==> config.mk <==
export PLATFORM = sky130hd
export DESIGN_NAME = core_multicycle
export DESIGN_NICKNAME = d
export VERILOG_FILES = /design/src/rtl/core_multicycle.sv
export SDC_FILE = /design/constraint.sdc
export NUM_CORES = 2
export LEC_CHECK = 0
export CORE_MARGIN = 10
export CORE_UTILIZATION = 35
export DETAILED_ROUTE_END_ITERATION = 6
export PLACE_DENSITY = 0.56
export SLEW_MARGIN = 20
export SYNTH_ARGS = -nofsm -noshare
export SYNTH_HDL_FRONTEND = slang
export SYNTH_SLANG_ARGS = --single-unit
==> constraint.sdc <==
create_clock -name sys_clk -period 5 [get_ports sys_clk]
set_clock_uncertainty 0.2 [all_clocks]
set_input_delay 1.5 -clock sys_clk [delete_from_list [all_inputs] [get_ports sys_clk]]
set_output_delay 1.5 -clock sys_clk [all_outputs]
set_load 0.01 [all_outputs]
==> src/rtl/core_multicycle.sv <==
// Multicycle RV32I-subset core: IDLE/FETCH/DECODE/EXEC/WB sequencing, stepped by a
// debounced-free button edge or paced by a free-running tick counter.
module core_multicycle #(
    parameter int XLEN     = 32,
    parameter int NREGS    = 32,
    parameter int MEM_SIZE = 64,
    parameter int TICK_DIV = 50000000
) (
    input  logic            sys_clk,
    input  logic            sys_rst,
    input  logic            button,
    input  logic            run_mode,
    output logic [31:0]     imem_addr,
    input  logic [31:0]     imem_data,
    output logic [XLEN-1:0] result,
    output logic            retire,
    output logic            halted
);
    localparam int RIDX = $clog2(NREGS);
    localparam int SHW  = $clog2(XLEN);
    localparam int PW   = $clog2(TICK_DIV);
    localparam logic [39:0] MEM40  = 40'(MEM_SIZE);
    // Bias keeps pc+imm positive for any 13-bit branch offset before the modulo.
    localparam logic [39:0] BIAS40 = 40'(MEM_SIZE * (4096 / MEM_SIZE + 2));

    typedef enum logic [2:0] {S_IDLE, S_FETCH, S_DECODE, S_EXEC, S_WB, S_HALT} state_t;

    state_t            r_state, w_next;
    logic              r_btn_s1, r_btn_s2, r_btn_d;
    logic [PW-1:0]     r_pace;
    logic              r_run_d;
    logic [31:0]       r_pc, r_ir;
    logic [XLEN-1:0]   r_a, r_b, r_alu, r_result;
    logic [12:0]       r_bimm;
    logic              r_taken;
    logic [XLEN-1:0]   r_regs [NREGS];

    logic              w_step, w_tick, w_go;
    logic [6:0]        w_opc;
    logic [2:0]        w_f3;
    logic              w_is_op, w_is_opimm, w_is_br, w_ecall, w_wen;
    logic [RIDX-1:0]   w_rs1, w_rs2, w_rd;
    logic [SHW-1:0]    w_shamt;
    logic [XLEN-1:0]   w_alu;
    logic [31:0]       w_pc4, w_pc_seq, w_br_pc;
    logic [39:0]       w_br_sum;

    assign w_step = r_btn_s2 & ~r_btn_d;
    assign w_tick = (r_pace == PW'(TICK_DIV - 1));
    assign w_go   = run_mode ? w_tick : w_step;

    assign w_opc      = r_ir[6:0];
    assign w_f3       = r_ir[14:12];
    assign w_is_op    = (w_opc == 7'b0110011);
    assign w_is_opimm = (w_opc == 7'b0010011);
    assign w_is_br    = (w_opc == 7'b1100011);
    assign w_ecall    = (r_ir == 32'h0000_0073);
    assign w_rs1      = r_ir[15 +: RIDX];
    assign w_rs2      = r_ir[20 +: RIDX];
    assign w_rd       = r_ir[7 +: RIDX];
    assign w_wen      = (w_is_op | w_is_opimm) && (w_rd != '0);
    assign w_shamt    = r_b[SHW-1:0];

    always_comb begin
        w_alu = '0;
        case (w_f3)
            3'd0: w_alu = (w_is_op && r_ir[30]) ? r_a - r_b : r_a + r_b;
            3'd1: w_alu = r_a << w_shamt;
            3'd2: w_alu = XLEN'($signed(r_a) < $signed(r_b));
            3'd3: w_alu = XLEN'(r_a < r_b);
            3'd4: w_alu = r_a ^ r_b;
            3'd5: w_alu = r_ir[30] ? XLEN'($signed(r_a) >>> w_shamt) : r_a >> w_shamt;
            3'd6: w_alu = r_a | r_b;
            3'd7: w_alu = r_a & r_b;
            default: w_alu = '0;
        endcase
    end

    assign w_pc4    = r_pc + 32'd4;
    assign w_pc_seq = (w_pc4 >= 32'(MEM_SIZE)) ? 32'd0 : w_pc4;
    assign w_br_sum = {8'd0, r_pc} + {{27{r_bimm[12]}}, r_bimm} + BIAS40;
    assign w_br_pc  = 32'(w_br_sum % MEM40);

    always_ff @(posedge sys_clk or negedge sys_rst) begin
        if (!sys_rst) r_state <= S_IDLE;
        else          r_state <= w_next;
    end

    always_comb begin
        w_next = r_state;
        case (r_state)
            S_IDLE:   if (w_go) w_next = S_FETCH;
            S_FETCH:  w_next = S_DECODE;
            S_DECODE: w_next = S_EXEC;
            S_EXEC:   w_next = S_WB;
            S_WB:     w_next = w_ecall ? S_HALT : S_IDLE;
            S_HALT:   w_next = S_HALT;
            default:  w_next = S_IDLE;
        endcase
    end

    // Pace counter restarts at 0 on the cycle run_mode is first seen high.
    always_ff @(posedge sys_clk or negedge sys_rst) begin
        if (!sys_rst) begin
            r_btn_s1 <= 1'b0;
            r_btn_s2 <= 1'b0;
            r_btn_d  <= 1'b0;
            r_run_d  <= 1'b0;
            r_pace   <= '0;
        end else begin
            r_btn_s1 <= button;
            r_btn_s2 <= r_btn_s1;
            r_btn_d  <= r_btn_s2;
            r_run_d  <= run_mode;
            if ((run_mode && !r_run_d) || w_tick) r_pace <= '0;
            else                                  r_pace <= r_pace + 1'b1;
        end
    end

    always_ff @(posedge sys_clk or negedge sys_rst) begin
        if (!sys_rst) begin
            r_pc     <= '0;
            r_ir     <= '0;
            r_a      <= '0;
            r_b      <= '0;
            r_bimm   <= '0;
            r_alu    <= '0;
            r_taken  <= 1'b0;
            r_result <= '0;
            for (int i = 0; i < NREGS; i++) r_regs[i] <= '0;
        end else begin
            case (r_state)
                S_FETCH: r_ir <= imem_data;
                S_DECODE: begin
                    r_a    <= r_regs[w_rs1];
                    r_b    <= w_is_opimm ? {{(XLEN-12){r_ir[31]}}, r_ir[31:20]} : r_regs[w_rs2];
                    r_bimm <= {r_ir[31], r_ir[7], r_ir[30:25], r_ir[11:8], 1'b0};
                end
                S_EXEC: begin
                    r_alu   <= w_alu;
                    r_taken <= w_is_br && ((w_f3 == 3'd0 && r_a == r_b) ||
                                           (w_f3 == 3'd1 && r_a != r_b));
                end
                S_WB: begin
                    if (w_wen) begin
                        r_regs[w_rd] <= r_alu;
                        r_result     <= r_alu;
                    end
                    if (!w_ecall) r_pc <= r_taken ? w_br_pc : w_pc_seq;
                end
                default: ;
            endcase
        end
    end

    assign imem_addr = r_pc;
    assign result    = r_result;
    assign retire    = (r_state == S_WB);
    assign halted    = (r_state == S_HALT);
endmodule
==> report_table.html <==
<table>
<tr><th>Metric</th><th>Value</th></tr>
<tr><th colspan="2">Die</th></tr>
<tr><td>Vertical extent of the die</td><td>474 µm</td></tr>
<tr><td>Core area</td><td>0.205 mm²</td></tr>
<tr><td>Top-level I/O count</td><td>102</td></tr>
<tr><td>Std-Cell Rows</td><td>166</td></tr>
<tr><td>Die outline width</td><td>474 µm</td></tr>
<tr><td>Starting Density</td><td>35.2%</td></tr>
<tr><td>Total die area</td><td>0.225 mm²</td></tr>
<tr><th colspan="2">Yosys</th></tr>
<tr><td>Unique masters post-synth</td><td>89</td></tr>
<tr><td>Largest cells by area after synthesis</td><td>sky130_fd_sc_hd__dfrtp_1, sky130_fd_sc_hd__mux2_2, sky130_fd_sc_hd__mux4_2, sky130_fd_sc_hd__mux2i_1, sky130_fd_sc_hd__a21oi_1</td></tr>
<tr><td>Synth Area in Simple Gates</td><td>5.04%</td></tr>
<tr><td>Post-synth EDFFs</td><td>0</td></tr>
<tr><td>Fraction of synthesized area in multiplexers</td><td>36.9%</td></tr>
<tr><td>Net count of the mapped netlist</td><td>5846</td></tr>
<tr><td>Total number of yosys warnings</td><td>0</td></tr>
<tr><td>Ys async rst share</td><td>100%</td></tr>
<tr><td>Share of the synthesized area in the top cell type</td><td>43.5%</td></tr>
<tr><td>Main combinational cell family by area after synthesis</td><td>multiplexers</td></tr>
<tr><td>Parity-gate share of the synthesized area counting xor and xnor cells</td><td>0.619%</td></tr>
<tr><td>Post-synthesis instance area</td><td>0.0722 mm²</td></tr>
<tr><td>Arithmetic-cell share of the synthesized area counting full adders, half adders and majority gates</td><td>1.87%</td></tr>
<tr><td>Library cell occupying the most area in the post-synthesis netlist</td><td>sky130_fd_sc_hd__dfrtp_1</td></tr>
<tr><td>Flip-flop and latch count after synthesis</td><td>1254</td></tr>
<tr><td>Area fraction in compound gates after synthesis</td><td>8.39%</td></tr>
<tr><td>Instance count of the mapped netlist</td><td>5704</td></tr>
<tr><td>Sequential share of the synthesized area</td><td>43.5%</td></tr>
<tr><td>Primary FF master, synth</td><td>sky130_fd_sc_hd__dfrtp_1</td></tr>
<tr><td>Avg Inst Size Synth</td><td>12.7 µm²</td></tr>
<tr><th colspan="2">Layout</th></tr>
<tr><td>Fraction of final layout cells with drive strength greater than 1</td><td>37.5%</td></tr>
<tr><td>Area delta synth-&gt;final</td><td>13.1%</td></tr>
<tr><td>Most common cell after layout, fill and taps aside</td><td>sky130_fd_sc_hd__dfrtp_1</td></tr>
<tr><td>Nets</td><td>5750</td></tr>
<tr><td>Count of non-filler cells in the finished layout</td><td>8407</td></tr>
<tr><td>Commonest non-fill, non-tap cells in the layout</td><td>sky130_fd_sc_hd__dfrtp_1, sky130_fd_sc_hd__mux2_2, sky130_fd_sc_hd__mux4_2</td></tr>
<tr><td>Design area</td><td>0.0817 mm²</td></tr>
<tr><th colspan="2">Global routing</th></tr>
<tr><td>Leftover overflow at the end of global routing</td><td>0</td></tr>
<tr><td>Maximum number of pins on one net before global-route repair</td><td>124</td></tr>
<tr><td>Global-route usage over all layers</td><td>22.2%</td></tr>
<tr><td>Vias in the first global route</td><td>52000</td></tr>
<tr><td>Number of antenna violations at the first check in global routing</td><td>17</td></tr>
<tr><td>Wire length of the first global-routing pass</td><td>374 mm</td></tr>
<tr><th colspan="2">Hold path</th></tr>
<tr><td>Hold path cells</td><td>0</td></tr>
<tr><td>Worst Hold Class</td><td>reg2reg</td></tr>
<tr><th colspan="2">Clock tree</th></tr>
<tr><td>Setup Fix Bufs, Post-CTS</td><td>0</td></tr>
<tr><td>Cts hold-fix bufs</td><td>0</td></tr>
<tr><td>Clock-pin slew of the registers on the worst-case setup and hold paths</td><td>0.06 ns</td></tr>
<tr><td>Source-to-sink clock delay at the later pin of the worst-skew pair</td><td>0.82 ns</td></tr>
<tr><td>Number of buffers added by the clock tree synthesis step</td><td>144</td></tr>
<tr><td>Maximum level of the CTS H-tree</td><td>4</td></tr>
<tr><td>Clock tree from TritonCTS</td><td>yes</td></tr>
<tr><td>Clock sink total</td><td>1254</td></tr>
<tr><td>Clock tree root buffer cell</td><td>sky130_fd_sc_hd__clkbuf_16</td></tr>
<tr><td>CTS resizes</td><td>0</td></tr>
<tr><td>Longest Clk Path Bufs</td><td>3</td></tr>
<tr><th colspan="2">STA</th></tr>
<tr><td>Final count of negative-setup-slack endpoints</td><td>0</td></tr>
<tr><td>Measured slew at the worst slew-check pin</td><td>1.15 ns</td></tr>
<tr><td>Shortest clock period the worst path allows after layout</td><td>4.13 ns</td></tr>
<tr><td>Final worst setup slack</td><td>0.866 ns</td></tr>
<tr><td>Number of max-slew violations in the final report</td><td>0</td></tr>
<tr><td>Part of the cycle the worst path needs</td><td>82.7%</td></tr>
<tr><td>Accumulated negative setup slack</td><td>0 ns</td></tr>
<tr><td>RSZ-0062 raised after global routing</td><td>no</td></tr>
<tr><td>Count of final hold-check violations</td><td>0</td></tr>
<tr><td>Worst hold slack across all endpoints</td><td>0.168 ns</td></tr>
<tr><td>Rel. slew slack</td><td>23.1%</td></tr>
<tr><td>FMAX</td><td>242 MHz</td></tr>
<tr><th colspan="2">Setup path</th></tr>
<tr><td>Critical path arrival</td><td>4.63 ns</td></tr>
<tr><td>Worst r2r src</td><td>r_a[9]</td></tr>
<tr><td>Startpoint-to-endpoint class of the critical path</td><td>reg2reg</td></tr>
<tr><td>Worst Setup EP</td><td>r_alu[30]</td></tr>
<tr><td>Category of the worst setup path launch point</td><td>register</td></tr>
<tr><td>R2R setup slack</td><td>0.87 ns</td></tr>
<tr><td>Worst reg-to-reg path cell count</td><td>11</td></tr>
<tr><td>Setup crit end kind</td><td>register</td></tr>
<tr><td>Worst reg2reg path endpoint</td><td>r_alu[30]</td></tr>
<tr><td>Required @ worst endpoint</td><td>5.49 ns</td></tr>
<tr><td>Beginning of the critical path</td><td>r_a[9]</td></tr>
<tr><td>Maximum fanout along the worst path</td><td>12</td></tr>
<tr><th colspan="2">Power</th></tr>
<tr><td>Power per unit of standard cell area</td><td>497 mW/mm²</td></tr>
<tr><td>Standby leakage power</td><td>36.4 nW</td></tr>
<tr><td>Worst voltage drop across the vdd grid</td><td>397 µV</td></tr>
<tr><td>Part of the total power dissipated in combinational logic</td><td>42.7%</td></tr>
<tr><td>Flop pwr share</td><td>31.2%</td></tr>
<tr><td>Internal power</td><td>0.0227 W</td></tr>
<tr><td>Net switching share of the total power</td><td>44.1%</td></tr>
<tr><td>P_sw</td><td>0.0179 W</td></tr>
<tr><td>Part of the total power dissipated in the clock network</td><td>26.1%</td></tr>
<tr><th colspan="2">Routing</th></tr>
<tr><td>Routed vias</td><td>51700</td></tr>
<tr><td>Total Wirelength</td><td>255 mm</td></tr>
<tr><td>Count of unresolved DRC violations after routing</td><td>0</td></tr>
<tr><td>First-pass DRT Iterations</td><td>6</td></tr>
<tr><td>Detailed-route vias per instance</td><td>6.15</td></tr>
<tr><td>Count of antenna-violating nets left after detailed routing</td><td>0</td></tr>
<tr><td>Average routed wire per standard cell</td><td>30.3 µm</td></tr>
<tr><td>Initial drt markers</td><td>5628</td></tr>
<tr><th colspan="2">Place</th></tr>
<tr><td>Worst slack at placement</td><td>0.980 ns</td></tr>
<tr><td>Placed Area</td><td>0.0770 mm²</td></tr>
<tr><td>Final weighted congestion of routability-driven global placement</td><td>0.935</td></tr>
<tr><td>Placed wire-length estimate</td><td>164 mm</td></tr>
<tr><td>Count of input and output buffers</td><td>100</td></tr>
<tr><td>Placed Cells incl. Taps</td><td>8150</td></tr>
<tr><th colspan="2">Outcome</th></tr>
<tr><td>Status</td><td>complete, no violations</td></tr>
<tr><th colspan="2">Run</th></tr>
<tr><td>Number of maximum-capacitance violations</td><td>0</td></tr>
</table>
==> synth_stat cells, types with 33 or more instances <==
library cell	count
sky130_fd_sc_hd__dfrtp_1	1254
sky130_fd_sc_hd__mux2_2	1107
sky130_fd_sc_hd__mux4_2	506
sky130_fd_sc_hd__clkbuf_1	390
sky130_fd_sc_hd__a21oi_1	307
sky130_fd_sc_hd__nor2_1	271
sky130_fd_sc_hd__mux2i_1	246
sky130_fd_sc_hd__nand2_1	182
sky130_fd_sc_hd__o21ai_0	181
sky130_fd_sc_hd__inv_1	114
sky130_fd_sc_hd__ha_1	103
sky130_fd_sc_hd__buf_1	98
sky130_fd_sc_hd__o221ai_1	78
sky130_fd_sc_hd__o22ai_1	72
sky130_fd_sc_hd__a211oi_1	68
sky130_fd_sc_hd__nor3_1	67
sky130_fd_sc_hd__buf_2	60
sky130_fd_sc_hd__nand3_1	45
sky130_fd_sc_hd__o31ai_1	45
sky130_fd_sc_hd__and2_1	33
==> critical path: stages (launching register included) <==
cell and delay [ns]:
sky130_fd_sc_hd__dfrtp_1 0.56, sky130_fd_sc_hd__inv_1 0.11, sky130_fd_sc_hd__ha_1 0.46, sky130_fd_sc_hd__nor4_1 0.51, sky130_fd_sc_hd__a21boi_1 0.47, sky130_fd_sc_hd__o21ai_0 0.42
sky130_fd_sc_hd__a2111oi_0 0.54, sky130_fd_sc_hd__buf_4 0.22, sky130_fd_sc_hd__o2111a_1 0.21, sky130_fd_sc_hd__nor2_1 0.06, sky130_fd_sc_hd__a31oi_1 0.15, sky130_fd_sc_hd__o21ai_0 0.10
==> layer usage <==
| metal | GRT usage [%] | wire [µm] | up-vias | share of wire (%) |
|---|---|---|---|---|
| met3 | 4.64 | 19600 | 504 | 7.7 |
| met4 | 7.41 | 8860 | 6 | 3.5 |
| met5 | 0 | 45 | - | 0.018 |
| met2 | 35.1 | 118000 | 2244 | 46 |
| li1 | - | - | 21400 | - |
| met1 | 30.3 | 109000 | 27500 | 43 |
==> area by class of cell <==
cell class	count	area [µm²]
Fill cell	19300	123000
Multi-Input combinational cell	3776	38500
Sequential cell	1254	31400
Timing Repair Buffer	315	3270
Clock inverter	38	449
Tap cell	2688	3360
Clock buffer	216	4270
Antenna cell	3	7.51
Inverter	117	439
==> cells by family (layout without fill, tap and decap cells) <==
family	count (synthesis)	after routing
adder cells (fa/ha/maj)	106	106
AO/OA/AOI/OAI	959	959
XOR/XNOR	51	51
buffers and inverters	674	686
flip-flops	1254	1254
other	1	4
multiplexers	1890	1890
AND/OR/NAND/NOR	769	769
==> how the worst min path moves through the flow <==
stage	startpoint	to	slack, ns
finish	r_btn_s1	r_btn_s2	0.17
detailed placement	r_btn_s1	r_btn_s2	0.14
CTS	r_btn_s1	r_btn_s2	0.18
floorplan	r_btn_s1	r_btn_s2	0.13
global route	r_btn_s1	r_btn_s2	0.19
global placement	r_btn_s1	r_btn_s2	0.14
==> flip-flops by register name, summed over array words and instances (netlist names) <==
register   cells
r_run_d        1
r_regs      1024
r_btn_s2       1
r_taken        1
r_b           32
r_alu         32
r_btn_d        1
r_pace        26
r_bimm         5
r_state        3
imem_addr     31
result        32
r_ir          32
r_btn_s1       1
r_a           32
==> stage by stage <==
| step | util (%) | total power [W] |
|---|---|---|
| 3_3_place_gp | 37.5 | 0.0298 |
| 6_report | 39.8 | 0.0406 |
| 2_1_floorplan | - | 0.0224 |
| 5_1_grt | 39.8 | 0.0422 |
| 4_1_cts | 39.8 | 0.0405 |
| 3_5_place_dp | 37.5 | 0.0298 |
==> power by group through the flow <==
stage	Clock, W	Sequential, W	Combinational (W)
3_5_place_dp	0	0.0128	0.0170
5_1_grt	0.0113	0.0127	0.0182
3_3_place_gp	0	0.0128	0.0170
6_report	0.0106	0.0127	0.0173
2_1_floorplan	0	0.0115	0.0109
4_1_cts	0.0109	0.0126	0.0171
(Power assumes the default switching activity.)
